**src/rtl/block_packer_pkg.sv**
```systemverilog
// rtl/block_packer_pkg.sv - shared types for the block packer
// Block geometry, header/residual layout and the width clamp helper.
package block_packer_pkg;
  localparam int NUM_PIXELS = 32;
  localparam int NUM_CH     = 4;
  localparam int WORD_W     = 32;

  typedef logic [3:0] width_t;

  typedef struct packed {
    width_t r_w;
    width_t g_w;
    width_t b_w;
    width_t a_w;
  } widths_t;

  typedef struct packed {
    logic [7:0] r_min;
    logic [7:0] g_min;
    logic [7:0] b_min;
    logic [7:0] a_min;
  } min_values_t;

  typedef struct packed {
    min_values_t min_values;
    widths_t     widths;
  } header_t;

  typedef logic [NUM_PIXELS-1:0][NUM_CH-1:0][7:0] residuals_t;

  typedef struct packed {
    header_t    header;
    residuals_t residuals;
  } header_residual_reg;

  function automatic width_t clamp_width(input width_t w);
    return (w > 4'd8) ? 4'd8 : w;
  endfunction
endpackage

```
**src/rtl/block_packer_if.sv**
```systemverilog
// rtl/block_packer_if.sv - block input and word stream handshake bundle
// master drives blocks in and consumes words; slave is the packer side.
interface block_packer_if;
  import block_packer_pkg::*;

  logic               in_valid;
  logic               in_ready;
  header_residual_reg hr_reg;
  logic               out_valid;
  logic               out_ready;
  logic [WORD_W-1:0]  out_data;
  logic               out_last;

  modport master (
    output in_valid, hr_reg, out_ready,
    input  in_ready, out_valid, out_data, out_last
  );

  modport slave (
    input  in_valid, hr_reg, out_ready,
    output in_ready, out_valid, out_data, out_last
  );
endinterface

```
**src/rtl/block_packer_bit_accumulator.sv**
```systemverilog
// rtl/block_packer_bit_accumulator.sv - 40-bit LSB-first bit gatherer
// Appends up to 8 bits at position fill; pops the low 32 bits once fill>=32.
module block_packer_bit_accumulator
  import block_packer_pkg::*;
(
  input  logic        clk,
  input  logic        rst,
  input  logic        clear,
  input  logic        append,
  input  logic [7:0]  data,
  input  width_t      width,
  input  logic        pop,
  output logic [31:0] word,
  output logic        word_avail,
  output logic        can_append
);
  logic [39:0] buf_q;
  logic [5:0]  fill_q;
  logic [39:0] base;
  logic [5:0]  base_fill;
  logic [7:0]  mask;
  logic [39:0] ins;

  // A pop and an append may share a cycle: the append lands after the shift.
  always_comb begin
    base      = pop ? {32'h0, buf_q[39:32]} : buf_q;
    base_fill = pop ? fill_q - 6'd32 : fill_q;
    mask      = 8'((9'd1 << width) - 9'd1);
    ins       = 40'(data & mask) << base_fill;
  end

  always_ff @(posedge clk) begin
    if (rst || clear) begin
      buf_q  <= '0;
      fill_q <= '0;
    end else begin
      buf_q  <= append ? (base | ins) : base;
      fill_q <= base_fill + (append ? 6'(width) : 6'd0);
    end
  end

  assign word       = buf_q[31:0];
  assign word_avail = (fill_q >= 6'd32);
  assign can_append = (fill_q <= 6'd32);
endmodule

```
**src/rtl/block_packer.sv**
```systemverilog
// rtl/block_packer.sv - serialises one header+residual block into 32-bit words
// Two header words, then residuals packed at their channel widths, LSB-first.
module block_packer
  import block_packer_pkg::*;
(
  input logic           clk,
  input logic           rst,
  block_packer_if.slave bus
);
  localparam logic [1:0] IDLE = 2'd0;
  localparam logic [1:0] HDR0 = 2'd1;
  localparam logic [1:0] HDR1 = 2'd2;
  localparam logic [1:0] BODY = 2'd3;
  localparam int NUM_ELEMS = NUM_PIXELS * NUM_CH;

  logic [1:0]         state;
  header_residual_reg hr_q;
  logic [7:0]         elem_cnt;
  logic [5:0]         words_left;
  logic               out_valid_q;
  logic               out_last_q;
  logic [WORD_W-1:0]  out_data_q;

  width_t            cw [NUM_CH];
  logic [5:0]        total_w;
  logic [4:0]        pix;
  logic [1:0]        ch;
  logic              accept, hs, out_free, body_load, append;
  logic              can_append, word_avail;
  logic [WORD_W-1:0] acc_word;

  always_comb begin
    cw[0]     = clamp_width(hr_q.header.widths.r_w);
    cw[1]     = clamp_width(hr_q.header.widths.g_w);
    cw[2]     = clamp_width(hr_q.header.widths.b_w);
    cw[3]     = clamp_width(hr_q.header.widths.a_w);
    total_w   = 6'(cw[0]) + 6'(cw[1]) + 6'(cw[2]) + 6'(cw[3]);
    pix       = elem_cnt[6:2];
    ch        = elem_cnt[1:0];
    accept    = bus.in_valid && bus.in_ready;
    hs        = out_valid_q && bus.out_ready;
    out_free  = !out_valid_q || bus.out_ready;
    // Body words start streaming on the same edge the second header word leaves.
    body_load = word_avail && (words_left != 6'd0) &&
                ((state == HDR1 && hs) || (state == BODY && out_free));
    append    = (state != IDLE) && (elem_cnt < 8'(NUM_ELEMS)) &&
                (can_append || body_load);
  end

  block_packer_bit_accumulator u_acc (
    .clk        (clk),
    .rst        (rst),
    .clear      (accept),
    .append     (append),
    .data       (hr_q.residuals[pix][ch]),
    .width      (cw[ch]),
    .pop        (body_load),
    .word       (acc_word),
    .word_avail (word_avail),
    .can_append (can_append)
  );

  always_ff @(posedge clk) begin
    if (rst) begin
      state       <= IDLE;
      hr_q        <= '0;
      elem_cnt    <= '0;
      words_left  <= '0;
      out_valid_q <= 1'b0;
      out_last_q  <= 1'b0;
      out_data_q  <= '0;
    end else begin
      if (append) elem_cnt <= elem_cnt + 8'd1;
      if (body_load) begin
        out_data_q  <= acc_word;
        out_valid_q <= 1'b1;
        out_last_q  <= (words_left == 6'd1);
        words_left  <= words_left - 6'd1;
      end
      case (state)
        IDLE: if (accept) begin
          hr_q        <= bus.hr_reg;
          elem_cnt    <= '0;
          out_data_q  <= bus.hr_reg.header.min_values;
          out_valid_q <= 1'b1;
          out_last_q  <= 1'b0;
          state       <= HDR0;
        end
        HDR0: if (hs) begin
          out_data_q <= {16'h0, cw[0], cw[1], cw[2], cw[3]};
          out_last_q <= (total_w == 6'd0);
          words_left <= total_w;
          state      <= HDR1;
        end
        HDR1: if (hs) begin
          if (!body_load) out_valid_q <= 1'b0;
          if (out_last_q) out_last_q <= 1'b0;
          state <= out_last_q ? IDLE : BODY;
        end
        BODY: if (hs && !body_load) begin
          out_valid_q <= 1'b0;
          if (out_last_q) begin
            out_last_q <= 1'b0;
            state      <= IDLE;
          end
        end
        default: state <= IDLE;
      endcase
    end
  end

  assign bus.in_ready  = !rst && (state == IDLE);
  assign bus.out_valid = out_valid_q;
  assign bus.out_data  = out_data_q;
  assign bus.out_last  = out_last_q;
endmodule

```
**src/flat_wrapper.sv**
```systemverilog
// flat-port wrapper written by rule: the top's interface ports become plain ports
module block_packer_flat import block_packer_pkg::*;
  (clk, rst, bus_in_valid, bus_hr_reg, bus_out_ready, bus_in_ready, bus_out_valid, bus_out_data, bus_out_last);
  block_packer_if bus_i ();
  input logic clk;
  input logic rst;
  input wire logic [$bits(bus_i.in_valid)-1:0] bus_in_valid;
  input wire logic [$bits(bus_i.hr_reg)-1:0] bus_hr_reg;
  input wire logic [$bits(bus_i.out_ready)-1:0] bus_out_ready;
  output wire logic [$bits(bus_i.in_ready)-1:0] bus_in_ready;
  output wire logic [$bits(bus_i.out_valid)-1:0] bus_out_valid;
  output wire logic [$bits(bus_i.out_data)-1:0] bus_out_data;
  output wire logic [$bits(bus_i.out_last)-1:0] bus_out_last;
  assign bus_i.in_valid = bus_in_valid;
  assign bus_i.hr_reg = bus_hr_reg;
  assign bus_i.out_ready = bus_out_ready;
  assign bus_in_ready = bus_i.in_ready;
  assign bus_out_valid = bus_i.out_valid;
  assign bus_out_data = bus_i.out_data;
  assign bus_out_last = bus_i.out_last;
  block_packer u_core (.clk(clk), .rst(rst), .bus(bus_i));
endmodule
```
**config.mk**
```make
export PLATFORM = sky130hd
export DESIGN_NAME = block_packer_flat
export DESIGN_NICKNAME = d
export VERILOG_FILES = /design/src/rtl/block_packer_pkg.sv /design/src/rtl/block_packer_if.sv /design/src/rtl/block_packer_bit_accumulator.sv /design/src/rtl/block_packer.sv /design/src/flat_wrapper.sv
export SDC_FILE = /design/constraint.sdc
export NUM_CORES = 2
export LEC_CHECK = 0
export BUFFER_PORTS_ARGS = -buffer_cell sky130_fd_sc_hd__clkbuf_2
export CAP_MARGIN = 20
export CORE_AREA = 2 2 435 437
export CTS_BUF_LIST = sky130_fd_sc_hd__clkbuf_8
export CTS_CLUSTER_SIZE = 16
export DETAILED_ROUTE_END_ITERATION = 7
export DIE_AREA = 0 0 437 439
export PLACE_DENSITY = 0.54
export SYNTH_ARGS = -nofsm -noshare
export SYNTH_HDL_FRONTEND = slang
export SYNTH_HIERARCHICAL = 1
export SYNTH_SLANG_ARGS = --single-unit
```
**constraint.sdc**
```tcl
create_clock -name clk -period 6.56 [get_ports clk]
set_clock_uncertainty 0.2 [all_clocks]
set_input_delay 0.328 -clock clk [delete_from_list [all_inputs] [get_ports clk]]
set_output_delay 0.328 -clock clk [all_outputs]
set_load 0.02 [all_outputs]
```
==> key figures, run 1 <==
Floorplanning
  • Row Count: 159
  • Chip height: 439 µm
  • Die Wd: 437 µm
  • Initial Util: 28.0%
  • I/O Pins: about 1,100

Synth
  • Syn_area_per_cell: 8.80 µm²
  • Syn Inst Count: 5,947
  • Syn nets: 7,046
  • Top_reg_cell synth: dfxtp_1
  • Seq/Total Area, Yosys: between 40% and 50%
  • Post-synth cell types: 80
  • Synth area leader: dfxtp_1
  • Post-synth EDFFs: 0
  • #FFs+latches synth: 1,136
  • Synthesized area: 52,300 µm²
  • Synth top area cells: dfxtp_1 (43%), nand2_1 (15%), nand3b_1 (15%), mux4_2 (8.4%), mux2i_1 (3.9%)
  • Post-synth ARST share: 0%
  • Yosys warns: 6
  • Share of Yosys cell area claimed by the top area cell type: 43.4%

CTS
  • Sink Count: between 1,000 and 1,500
  • Total CTS buffers: 207
  • CTS Hold Bufs: ~1,900
  • Maximum clock path buffer count: 3
  • CTS-repair resized insts: 0
  • H-tree depth: 4
  • Post-CTS setup buffer count: 0
  • Root buf cell: clkbuf_8

Placed design
  • Post-Place Setup Slack: 0.782 ns
  • Port bufs: between 1,000 and 1,500
  • HPWL after DPL: 194,000 µm
  • GPL Wtd Cong: 0.936

Run status
  • Failing step: clock tree synthesis
  • Err: [ERROR RSZ-0060] Max buffer count reached.
  • Outcome: stopped before the end
cells by family after synthesis:
family | synth area share, %
flops | 43.4
xor+xnor | 0.284
simple gates | 32.5
compound gates | 5.18
buf+inv | 4.93
fa+ha+maj | 0.679
mux | 13.0
stage by stage:
stage,instance area [µm²],instances
detailed placement,59300,9087
floorplan,52300,5947
global placement,59200,9082
synthesized netlist by cell type, types with 15 or more instances:
| library cell | instances |
|---|---|
| inv_1 | 25 |
| a22oi_1 | 65 |
| nand3_1 | 53 |
| a32oi_1 | 15 |
| a21oi_1 | 72 |
| nand3b_1 | 1043 |
| o22ai_1 | 44 |
| a211oi_1 | 38 |
| mux4_2 | 196 |
| nor2_1 | 71 |
| buf_1 | 20 |
| o21ai_0 | 46 |
| buf_4 | 64 |
| a31oi_1 | 18 |
| nand2_1 | 2133 |
| buf_2 | 139 |
| dfxtp_1 | 1136 |
| clkbuf_1 | 295 |
| o221ai_1 | 34 |
| mux2_2 | 32 |
| nor2b_1 | 24 |
| mux2i_1 | 202 |
==> run 2, diff against run 1 <==
--- a/config.mk
+++ b/config.mk
@@ -7,12 +7,10 @@
 export LEC_CHECK = 0
 export BUFFER_PORTS_ARGS = -buffer_cell sky130_fd_sc_hd__clkbuf_2
 export CAP_MARGIN = 20
-export CORE_AREA = 2 2 435 437
-export CTS_BUF_LIST = sky130_fd_sc_hd__clkbuf_8
-export CTS_CLUSTER_SIZE = 16
+export CORE_MARGIN = 2
+export CORE_UTILIZATION = 25
 export DETAILED_ROUTE_END_ITERATION = 7
-export DIE_AREA = 0 0 437 439
-export PLACE_DENSITY = 0.54
+export PLACE_DENSITY_LB_ADDON = 0.15
 export SYNTH_ARGS = -nofsm -noshare
 export SYNTH_HDL_FRONTEND = slang
 export SYNTH_HIERARCHICAL = 1
==> run 2 against run 1 <==
Compared with the run above:
- the flow now finishes without violations
- synthesized area stayed put
- synthesized cell count unchanged
==> key figures, run 2 <==
Synth
  • Post-synth ARST share: 0% (unchanged)
  • Syn Inst Count: 5,947 (unchanged)
  • Synth top area cells: dfxtp_1 (43%), nand2_1 (15%), nand3b_1 (15%), mux4_2 (8.4%), mux2i_1 (3.9%) (unchanged)
  • Yosys warns: 6 (unchanged)
  • Top_reg_cell synth: dfxtp_1 (unchanged)
  • Synthesized area: 52,300 µm² (unchanged)
  • Post-synth EDFFs: 0 (unchanged)
  • #FFs+latches synth: 1,136 (unchanged)
  • Post-synth cell types: 80 (unchanged)
  • Share of Yosys cell area claimed by the top area cell type: 43.4% (unchanged)
  • Syn_area_per_cell: 8.80 µm² (unchanged)
  • Syn nets: 7,046 (unchanged)
  • Synth area leader: dfxtp_1 (unchanged)
  • Seq/Total Area, Yosys: 43.4% (unchanged)
  • Synth top cells by count: nand2_1 (2,133), dfxtp_1 (1,136), nand3b_1 (1,043) (unchanged)
  • Most numerous cell in the Yosys netlist: nand2_1 (unchanged)

Routing
  • Wire per inst: ~26 µm
  • Drc violations: 0
  • Via density: approximately 4.8
  • DRT Pass-1 Iters: 6
  • DRT iter0 DRCs: 4,065
  • WL final: 281,000 µm
  • Vias: 52,600
  • Detail Route Antenna Nets: 0

CTS
  • Maximum clock path buffer count: 3 (unchanged)
  • H-tree depth: 4 (unchanged)
  • CTS-repair resized insts: 0 (unchanged)
  • Total CTS buffers: 143 (was 207)
  • Clock Pin Slew Worst Setup and Hold Paths: 0.06 ns
  • Clock latency on the worst-skew pair: between 0.8 and 0.9 ns
  • Root buf cell: clkbuf_16 (was clkbuf_8)
  • Post-CTS setup buffer count: 0 (unchanged)
  • CTS tree: built
  • Sink Count: 1,136 (unchanged)

Final layout
  • Largest reg by FF count: u_core/hr_q
  • Final core utilization: 37.0%
  • Finished Layout Cells: approximately 11,000
  • Layout area overhead: 46.8%
  • Commonest non-fill, non-tap cell in the layout: nand2_1
  • Max reg flops: 1,040
  • Final net count: 9,071
  • Finished Cell Area: 76,800 µm²
  • Ratio of cells with drive above 1 in the final layout: 20.6%
  • Most frequent cells in the layout: nand2_1 (2,132), dlygate4sd3_1 (1,220), dfxtp_1 (1,131)

GRT
  • GRT overflow: 0
  • Vias in the first global route: 53,900
  • Initial antenna violation count: 92
  • GRT Total Usage: 25.5%
  • Largest net degree at the start of global routing: 200
  • First-pass GRT wire length: 390,000 µm

Power
  • Pint: 13.4 mW
  • Power Density: around 240 nW/µm²
  • Worst vdd ir: ~0.00026 V
  • Clock power share: 43.1%
  • Sequential share of power: 42.0%
  • Net Sw Frac: 27.6%
  • Total power: 18.6 mW
  • P_leak: 33.9 nW
  • Switching Power: 5.11 mW
  • Combinational Power Share: 14.9%

Worst setup path
  • RR Startpoint: u_core/elem_cnt[3]
  • Worst setup SP type: register
  • Crit path launch: u_core/elem_cnt[3]
  • Critical path endpoint category: register
  • Critical path class: register to register
  • Critical Path RT: 6.99 ns
  • Worst Path Max Fanout: between 60 and 70
  • CP Data Arrival Time: 5.77 ns

Placed design
  • Placed Cells: 9,395 (was 9,087)
  • DP Area: 59,800 µm² (was 59,300 µm²)
  • GPL Wtd Cong: 0.877 (was 0.936)
  • Port bufs: 1,110 (unchanged)
  • Post-Place Setup Slack: 1.25 ns (was 0.782 ns)
  • HPWL after DPL: 205,000 µm (was 194,000 µm)

Floorplanning
  • Core footprint: 208,000 µm²
  • Initial Util: 25.2% (was 28.0%)
  • I/O Pins: 1,111 (unchanged)
  • Die area: 213,000 µm²
  • Die Wd: 462 µm (was 437 µm)
  • Chip height: 462 µm (was 439 µm)
  • Row Count: 167 (was 159)

Timing
  • Final setup vio count: 0
  • Worst-Margin Slew: 1.13 ns
  • Final setup margin: about 1.2 ns
  • Setup TNS: 0 ns
  • Final hold violation count: 0
  • Hold_ws: 0.0479 ns
  • Max-slew violation count: 0
  • Peak Freq: 0.188 GHz
  • RSZ-0062 raised after global routing: false
  • Max_slew headroom: 24.7%
  • Final min period: approximately 5.3 ns
  • Final Cycle Share: 81.3%

Min path
  • Hold/Removal Path Class: input pin to register
  • Hold path start: bus_hr_reg[888]

Job
  • Max cap viols: 0

Run status
  • Outcome: finished clean (was stopped before the end)
==> run 2: logic make-up (layout without fill, tap and decap cells) <==
family	count (synthesis)	in the layout	synth area share [%]
simple gates	3395	3395	32.5
fa+ha+maj	23	23	0.679
compound gates	389	389	5.18
mux	430	430	13.0
buf+inv	557	2687	4.93
xor+xnor	17	17	0.284
other cells	0	49	0
flops	1136	1136	43.4
==> run 2: power groups by stage <==
| stage | Clock (mW) | Sequential [mW] | Combinational [mW] |
|---|---|---|---|
| after floorplan | 0 | 7.77 | 1.14 |
| after global placement | 0 | 7.95 | 2.11 |
| after detailed placement | 0 | 7.94 | 2.12 |
| after CTS | 8.21 | 7.79 | 2.77 |
| after global routing | 8.49 | 7.84 | 2.97 |
| final | 8.00 | 7.80 | 2.76 |
==> run 2: timing repair <==
action                                  4_1_cts  5_1_grt
hold buffers                               1220        0
endpoints found under the setup margin        0        0
endpoints found under the hold margin      1078        0
==> run 2: layout make-up <==
cell class,instances,area (µm²)
repair buffers,2409,18600
fillers,21300,131000
diodes,49,123
flip-flops and latches,1136,22800
well taps,2788,3490
clock inverters,40,510
multi-input cells,4254,27100
clock buffers,210,4170
inverters,28,113
==> run 2: path summary, 6_finish.rpt <==
kind	endpoint	slack [ns]	cells past startpoint
hold / removal	u_core/hr_q[888]	0.05	4
hold reg to reg	u_core/hr_q[637]	0.27	2
setup / recovery	u_core/u_acc/buf_q[35]	1.23	11
setup reg to reg	u_core/u_acc/buf_q[35]	1.23	11
==> run 2: layer usage <==
| layer | GRT usage [%] | vias to the layer above | wire length (µm) |
|---|---|---|---|
| li1 | - | 24400 | - |
| met1 | 33.0 | 25800 | 123000 |
| met2 | 41.5 | 1853 | 131000 |
| met3 | 4.00 | 513 | 13900 |
| met4 | 11.5 | 40 | 13200 |
| met5 | 0 | - | 241 |
==> run 2: worst max-delay path, stage by stage (launching register included) <==
cell	delay (ns)
dfxtp_4	0.72
nand3b_1	0.18
buf_4	0.67
o221ai_1	0.38
a21oi_1	0.88
o21ai_0	0.17
nand3_1	0.13
nand4_1	0.58
a311o_1	0.55
o21a_2	0.19
a222oi_1	0.31
nor3_1	0.09
No activity file was read; power rests on OpenSTA's default activity.
